--- src/rtl/frame_capture_ctrl.sv ---
// Camera byte-stream capture sequencer: pairs bytes into 16-bit pixels and
// generates frame-buffer write strobes/addresses between vsync-delimited frames.
module frame_capture_ctrl #(
   parameter int unsigned H_ACTIVE = 640,
   parameter int unsigned V_ACTIVE = 480,
   parameter int unsigned ADDR_W   = 19,
   parameter int unsigned LINE_W   = 10
) (
   input  logic              pclk,
   input  logic              reset,
   input  logic              vsync,
   input  logic              href,
   input  logic [7:0]        byte_camera,
   input  logic              start,
   input  logic              continuous,
   output logic              busy,
   output logic              pixel_valid,
   output logic [15:0]       pixel_data,
   output logic [ADDR_W-1:0] wr_addr,
   output logic [LINE_W-1:0] line_count,
   output logic              frame_done,
   output logic              frame_error,
   output logic [7:0]        frame_count
);

   typedef enum logic [1:0] {IDLE, WAIT_VS, ACTIVE, DONE} state_t;

   localparam logic [LINE_W-1:0] H_LIM  = LINE_W'(H_ACTIVE);
   localparam logic [LINE_W-1:0] V_LIM  = LINE_W'(V_ACTIVE);
   localparam logic [ADDR_W-1:0] H_STEP = ADDR_W'(H_ACTIVE);

   state_t              state;
   logic                vsync_d;
   logic                href_d;
   logic                cont_q;
   logic                phase;
   logic [7:0]          hi;
   logic [LINE_W-1:0]   col;
   logic [ADDR_W-1:0]   line_base;

   logic                vs_rise;
   logic                vs_fall;
   logic                href_rise;
   logic                href_fall;
   logic                cur_phase;
   logic                in_bounds;
   logic                line_bad;
   logic [LINE_W-1:0]   lc_inc;
   logic [LINE_W-1:0]   lc_after;

   always_comb begin
      vs_rise   = vsync & ~vsync_d;
      vs_fall   = ~vsync & vsync_d;
      href_rise = href & ~href_d;
      href_fall = ~href & href_d;
      // A fresh line always starts pairing on the first byte.
      cur_phase = href_rise ? 1'b0 : phase;
      in_bounds = (col < H_LIM) && (line_count < V_LIM);
      line_bad  = (col != H_LIM) || phase;
      lc_inc    = (line_count == '1) ? line_count : line_count + 1'b1;
      lc_after  = href_fall ? lc_inc : line_count;
   end

   always_ff @(posedge pclk or posedge reset) begin
      if (reset) begin
         state       <= IDLE;
         vsync_d     <= 1'b0;
         href_d      <= 1'b0;
         cont_q      <= 1'b0;
         phase       <= 1'b0;
         hi          <= '0;
         col         <= '0;
         line_base   <= '0;
         busy        <= 1'b0;
         pixel_valid <= 1'b0;
         pixel_data  <= '0;
         wr_addr     <= '0;
         line_count  <= '0;
         frame_done  <= 1'b0;
         frame_error <= 1'b0;
         frame_count <= '0;
      end else begin
         vsync_d     <= vsync;
         href_d      <= href;
         pixel_valid <= 1'b0;
         frame_done  <= 1'b0;

         case (state)
            IDLE: begin
               if (start) begin
                  state  <= WAIT_VS;
                  busy   <= 1'b1;
                  cont_q <= continuous;
               end
            end

            WAIT_VS: begin
               if (vs_fall) begin
                  state       <= ACTIVE;
                  col         <= '0;
                  line_count  <= '0;
                  line_base   <= '0;
                  phase       <= 1'b0;
                  frame_error <= 1'b0;
               end
            end

            ACTIVE: begin
               if (href_fall) begin
                  line_count <= lc_inc;
                  line_base  <= line_base + H_STEP;
                  col        <= '0;
                  phase      <= 1'b0;
                  if (line_bad)
                     frame_error <= 1'b1;
               end else if (href && !vs_rise) begin
                  phase <= ~cur_phase;
                  if (!cur_phase) begin
                     hi <= byte_camera;
                  end else if (in_bounds) begin
                     pixel_valid <= 1'b1;
                     pixel_data  <= {hi, byte_camera};
                     wr_addr     <= line_base + ADDR_W'(col);
                     col         <= col + 1'b1;
                  end else begin
                     frame_error <= 1'b1;
                  end
               end

               // Line-end bookkeeping above lands in the same edge as the frame end.
               if (vs_rise) begin
                  state       <= DONE;
                  frame_done  <= 1'b1;
                  frame_count <= frame_count + 8'd1;
                  phase       <= 1'b0;
                  if (href || (lc_after != V_LIM))
                     frame_error <= 1'b1;
               end
            end

            DONE: begin
               if (cont_q) begin
                  state <= WAIT_VS;
               end else begin
                  state <= IDLE;
                  busy  <= 1'b0;
               end
            end

            default: begin
               state <= IDLE;
               busy  <= 1'b0;
            end
         endcase
      end
   end

endmodule
--- config.mk ---
export PLATFORM = sky130hd
export DESIGN_NAME = frame_capture_ctrl
export DESIGN_NICKNAME = d
export VERILOG_FILES = /design/src/rtl/frame_capture_ctrl.sv
export SDC_FILE = /design/constraint.sdc
export NUM_CORES = 1
export LEC_CHECK = 0
export BUFFER_PORTS_ARGS = -buffer_cell sky130_fd_sc_hd__buf_2
export CAP_MARGIN = 30
export CORE_ASPECT_RATIO = 1.5
export CORE_MARGIN = 5
export CORE_UTILIZATION = 30
export DETAILED_ROUTE_END_ITERATION = 10
export GPL_ROUTABILITY_DRIVEN = 0
export HOLD_SLACK_MARGIN = 0.12
export PLACE_DENSITY = 0.58
export REMOVE_ABC_BUFFERS = 1
export SLEW_MARGIN = 20
export SYNTH_ARGS = -nofsm -noshare
export SYNTH_HDL_FRONTEND = slang
export SYNTH_SLANG_ARGS = --single-unit
--- constraint.sdc ---
create_clock -name pclk -period 2.8 [get_ports pclk]
set_input_delay 0.14 -clock pclk [delete_from_list [all_inputs] [get_ports pclk]]
set_output_delay 0.14 -clock pclk [all_outputs]
set_load 0.02 [all_outputs]
==> flow_summary.html <==
<table>
<tr><th>Metric</th><th>Value</th></tr>
<tr><th colspan="2">Cells and area</th></tr>
<tr><td>Nets@finish</td><td>561</td></tr>
<tr><td>Final standard cell count with taps included and fillers excluded</td><td>742</td></tr>
<tr><td>Antenna fix cells</td><td>0</td></tr>
<tr><td>Final core occ</td><td>0.369</td></tr>
<tr><td>Layout Area Growth over Synthesis</td><td>20.4%</td></tr>
<tr><td>Commonest non-fill, non-tap cells in the layout</td><td>dfrtp_1 (93), buf_2 (70), nor2_1 (37)</td></tr>
<tr><td>Most common cell after layout, fill and taps aside</td><td>dfrtp_1</td></tr>
<tr><td>Share of post-route cells with drive strength above 1</td><td>0.247</td></tr>
<tr><th colspan="2">Worst setup path</th></tr>
<tr><td>Series of cell instances along the critical path</td><td>inv_1 &gt; ha_1 &gt; inv_1 &gt; and3_1 &gt; a21oi_1 &gt; nor2_1 &gt; a31o_2</td></tr>
<tr><td>Beginning of the worst register-to-register path</td><td>state[0]</td></tr>
<tr><td>Worst reg2reg path depth</td><td>7</td></tr>
<tr><td>Largest fanout of any net on the critical path</td><td>12</td></tr>
<tr><td>Nature of the critical path endpoint</td><td>flip-flop</td></tr>
<tr><td>Crit-path leading delay family</td><td>compound AO/OA/AOI/OAI gates</td></tr>
<tr><td>Most frequent CP cell</td><td>inv_1</td></tr>
<tr><td>Slowest stage cell on the critical path</td><td>a21oi_1</td></tr>
<tr><td>Maximum cell stage delay along the critical path</td><td>600 ps</td></tr>
<tr><td>Endpoint arrival time on the critical path</td><td>2660 ps</td></tr>
<tr><td>R2r setup slk</td><td>370 ps</td></tr>
<tr><td>Reg2reg end</td><td>col[2]</td></tr>
<tr><td>Worst Path Class, Setup</td><td>reg2reg</td></tr>
<tr><td>Worst EP required</td><td>3030 ps</td></tr>
<tr><td>Number of buffer and inverter stages on the critical path</td><td>2</td></tr>
<tr><td>CP Launch Type</td><td>flip-flop</td></tr>
<tr><th colspan="2">GRT</th></tr>
<tr><td>Via count of the first global-routing pass</td><td>3856</td></tr>
<tr><td>GRT Residual Overflow</td><td>0</td></tr>
<tr><td>Global-route usage over all layers</td><td>0.127</td></tr>
<tr><td>Initial antenna violation count</td><td>0</td></tr>
<tr><td>Pin count of the biggest net entering global routing</td><td>69</td></tr>
<tr><td>Global-route wire length before repair</td><td>19200 µm</td></tr>
<tr><th colspan="2">Yosys</th></tr>
<tr><td>Cell type contributing the most total cell area after synthesis</td><td>dfrtp_1</td></tr>
<tr><td>Most used DFF post-synth</td><td>dfrtp_1</td></tr>
<tr><td>Post-synth EDFFs</td><td>0</td></tr>
<tr><td>Largest family of logic cells by synthesized area</td><td>simple AND/OR/NAND/NOR gates</td></tr>
<tr><td>Synth Area in Adders</td><td>0.0357</td></tr>
<tr><td>Post-synthesis cell area</td><td>0.00483 mm²</td></tr>
<tr><td>Distinct cells, synth</td><td>66</td></tr>
<tr><td>Synthesized netlist cell count</td><td>459</td></tr>
<tr><td>Area share of the largest cell type after synthesis</td><td>0.482</td></tr>
<tr><td>Register area share after synthesis</td><td>0.482</td></tr>
<tr><td>Synthesized area divided by synthesized cell count</td><td>10.5 µm²</td></tr>
<tr><td>Xor and xnor area share after synthesis</td><td>0.0580</td></tr>
<tr><td>Share of synthesized area spent on multiplexers</td><td>0.0883</td></tr>
<tr><td>Async SR Flop Fraction</td><td>1.00</td></tr>
<tr><td>Warnings from Yosys</td><td>0</td></tr>
<tr><td>Compound-Gate Fraction of Synth Area</td><td>0.136</td></tr>
<tr><td>Post-synthesis share of cell area spent on and, or, nand and nor gates</td><td>0.163</td></tr>
<tr><td>Cell types occupying the most area after synthesis</td><td>dfrtp_1 (48%), mux2_2 (5.6%), xnor2_1 (3.6%)</td></tr>
<tr><td>Post-synthesis register bit count</td><td>93</td></tr>
<tr><th colspan="2">Clocking</th></tr>
<tr><td>Worst-case clock buffer depth</td><td>2</td></tr>
<tr><td>Total setup buffers inserted after CTS</td><td>0</td></tr>
<tr><td>Inserted Clock Buffers</td><td>9</td></tr>
<tr><td>Cts hold-fix bufs</td><td>12</td></tr>
<tr><td>H-tree level count</td><td>3</td></tr>
<tr><td>Clock-pin slew on the worst setup and hold paths</td><td>70 ps</td></tr>
<tr><td>Num Clock Sinks</td><td>93</td></tr>
<tr><td>Latest clock arrival within the worst-skew pair</td><td>350 ps</td></tr>
<tr><td>PostCTS Resize Cnt</td><td>0</td></tr>
<tr><td>Clock Root Buffer</td><td>clkbuf_16</td></tr>
<tr><td>TritonCTS clock tree</td><td>built</td></tr>
<tr><th colspan="2">Floorplan</th></tr>
<tr><td>CORE AREA</td><td>0.0158 mm²</td></tr>
<tr><td>Height of the die</td><td>165 µm</td></tr>
<tr><td>Starting Density</td><td>0.307</td></tr>
<tr><td>Top-Level Pins</td><td>71</td></tr>
<tr><td>Total number of placement rows</td><td>56</td></tr>
<tr><td>Horizontal die dimension</td><td>114 µm</td></tr>
<tr><td>Total die area</td><td>0.0188 mm²</td></tr>
<tr><th colspan="2">Power and ir drop</th></tr>
<tr><td>Comb pwr share</td><td>0.354</td></tr>
<tr><td>Max rail drop VDD</td><td>423 µV</td></tr>
<tr><td>Reported net switching power</td><td>2010 µW</td></tr>
<tr><td>Seq pwr share</td><td>0.400</td></tr>
<tr><td>Static Leak</td><td>0.00269 µW</td></tr>
<tr><td>Switching share of power</td><td>0.384</td></tr>
<tr><td>Clock Power Share</td><td>0.246</td></tr>
<tr><td>Internal power</td><td>3230 µW</td></tr>
<tr><td>Power Density</td><td>900 mW/mm²</td></tr>
<tr><th colspan="2">Detailed routing</th></tr>
<tr><td>Via count</td><td>3741</td></tr>
<tr><td>Final antenna-violating net count</td><td>0</td></tr>
<tr><td>DRC violations left</td><td>0</td></tr>
<tr><td>Vias per std cell</td><td>5.04</td></tr>
<tr><td>Routed wire per std cell</td><td>15.4 µm</td></tr>
<tr><td>Pre-antenna DRT Iters</td><td>4</td></tr>
<tr><td>Number of DRC violations after detailed-routing iteration 0</td><td>106</td></tr>
<tr><td>Drt total wl</td><td>11400 µm</td></tr>
<tr><th colspan="2">Timing</th></tr>
<tr><td>Max-slew headroom</td><td>0.465</td></tr>
<tr><td>Final hold violations</td><td>0</td></tr>
<tr><td>Share of the clock period used by the worst path after layout</td><td>0.869</td></tr>
<tr><td>Slew @ Worst Pin</td><td>799 ps</td></tr>
<tr><td>Setup Skew</td><td>12.9 ps</td></tr>
<tr><td>Fmax achieved</td><td>411 MHz</td></tr>
<tr><td>RSZ-0062 raised after global routing</td><td>false</td></tr>
<tr><td>Min Clock Period, post-route</td><td>2430 ps</td></tr>
<tr><td>Worst slack on hold paths</td><td>150 ps</td></tr>
<tr><td>Setup violation total in the final timing report</td><td>0</td></tr>
<tr><td>Max Slew Vio Count</td><td>0</td></tr>
<tr><th colspan="2">Outcome</th></tr>
<tr><td>Run status</td><td>completed</td></tr>
<tr><th colspan="2">Placed design</th></tr>
<tr><td>Number of cells in the design after placement</td><td>714</td></tr>
<tr><td>Detailed-placement wirelength estimate</td><td>8340 µm</td></tr>
<tr><td>I/O Buffers</td><td>70</td></tr>
<tr><th colspan="2">Worst hold path</th></tr>
<tr><td>Endpoint with the worst hold slack</td><td>cont_q</td></tr>
<tr><td>Instance count along the most critical hold path</td><td>3</td></tr>
<tr><td>Critical hold path startpoint</td><td>start</td></tr>
<tr><td>Worst min-delay path class</td><td>in2reg</td></tr>
<tr><th colspan="2">Job</th></tr>
<tr><td>Max-cap check violation count</td><td>0</td></tr>
</table>
[sequential cells by signal, summed over array words and instances, names as in the netlist]
name and cells:
line_count 10, wr_addr 19, frame_error 1, state 2
col 10, pixel_valid 1, vsync_d 1, phase 1
line_base 12, frame_count 8, hi 8, busy 1
frame_done 1, cont_q 1, pixel_data 16, href_d 1
[worst max-delay path by stage]
stage                             start       endpoint  slack (ps)  depth (start not counted)
final                          state[0]         col[2]         370                          7
after global routing           state[0]         col[2]         190                          7
after CTS                      state[0]         col[2]         410                          7
after detailed placement       state[0]         col[2]         400                          7
after global placement    line_count[0]    frame_error         540                          6
after floorplan           line_count[7]  pixel_data[5]        -440                          4
[synthesized netlist by cell type, drive strengths merged (5+ instances only)]
master / number
nand2: 29
xnor2: 20
nor4: 7
a31oi: 8
nand3: 19
clkbuf: 7
nand2b: 7
o31ai: 8
dfrtp: 93
xor2: 12
ha: 13
nor2: 37
inv: 15
nor3: 9
and3: 9
or4: 5
o21ai: 15
buf: 16
a21oi: 33
mux2: 34
[metal layers]
metal	vias to the layer above	GRT usage	share of wire
li1	1811	-	-
met1	1828	0.153	0.41
met2	88	0.218	0.52
met3	14	0.0237	0.042
met4	0	0.0585	0.022
met5	-	0	0
[cell families (layout without fill, tap and decap cells)]
kind of cell | after synthesis | count (layout)
AO/OA/AOI/OAI | 93 | 93
flip-flops | 93 | 93
XOR/XNOR | 32 | 32
multiplexers | 38 | 38
AND/OR/NAND/NOR | 150 | 150
adder cells (fa/ha/maj) | 14 | 14
buffers and inverters | 38 | 118
other | 1 | 1
[power by group through the flow]
stage	sequential (µW)	combinational (µW)	clock, µW
floorplan	2380	948	0
global placement	2100	1820	0
detailed placement	2130	1860	0
CTS	2100	1890	1340
global route	2160	2040	1390
finish	2090	1860	1290
[worst reg2reg max path: stages (launching register included)]
cell and delay, ps:
dfrtp_1 420, inv_1 120, ha_1 410, inv_1 100, and3_1 190, a21oi_1 600
nor2_1 190, a31o_2 280
[through the flow]
stage | instance area (µm²) | setup WS, ps | TNS (ps) | total power (µW)
after floorplan | 4710 | -439 | -12310 | 3330
after global placement | 5390 | 542 | 0 | 3920
after detailed placement | 5390 | 405 | 0 | 3990
after CTS | 5820 | 408 | 0 | 5330
after global routing | 5820 | 191 | 0 | 5600
final | 5820 | 367 | 0 | 5240
[area by class of cell]
cell class	count	area, µm²
clock buffers	9	225
clock inverters	7	86.3
fillers	1590	9950
inverters	15	57.6
multi-input cells	328	2330
flip-flops and latches	93	2330
well taps	203	254
repair buffers	87	533
Note: power is estimated with default switching activity, not from simulation.
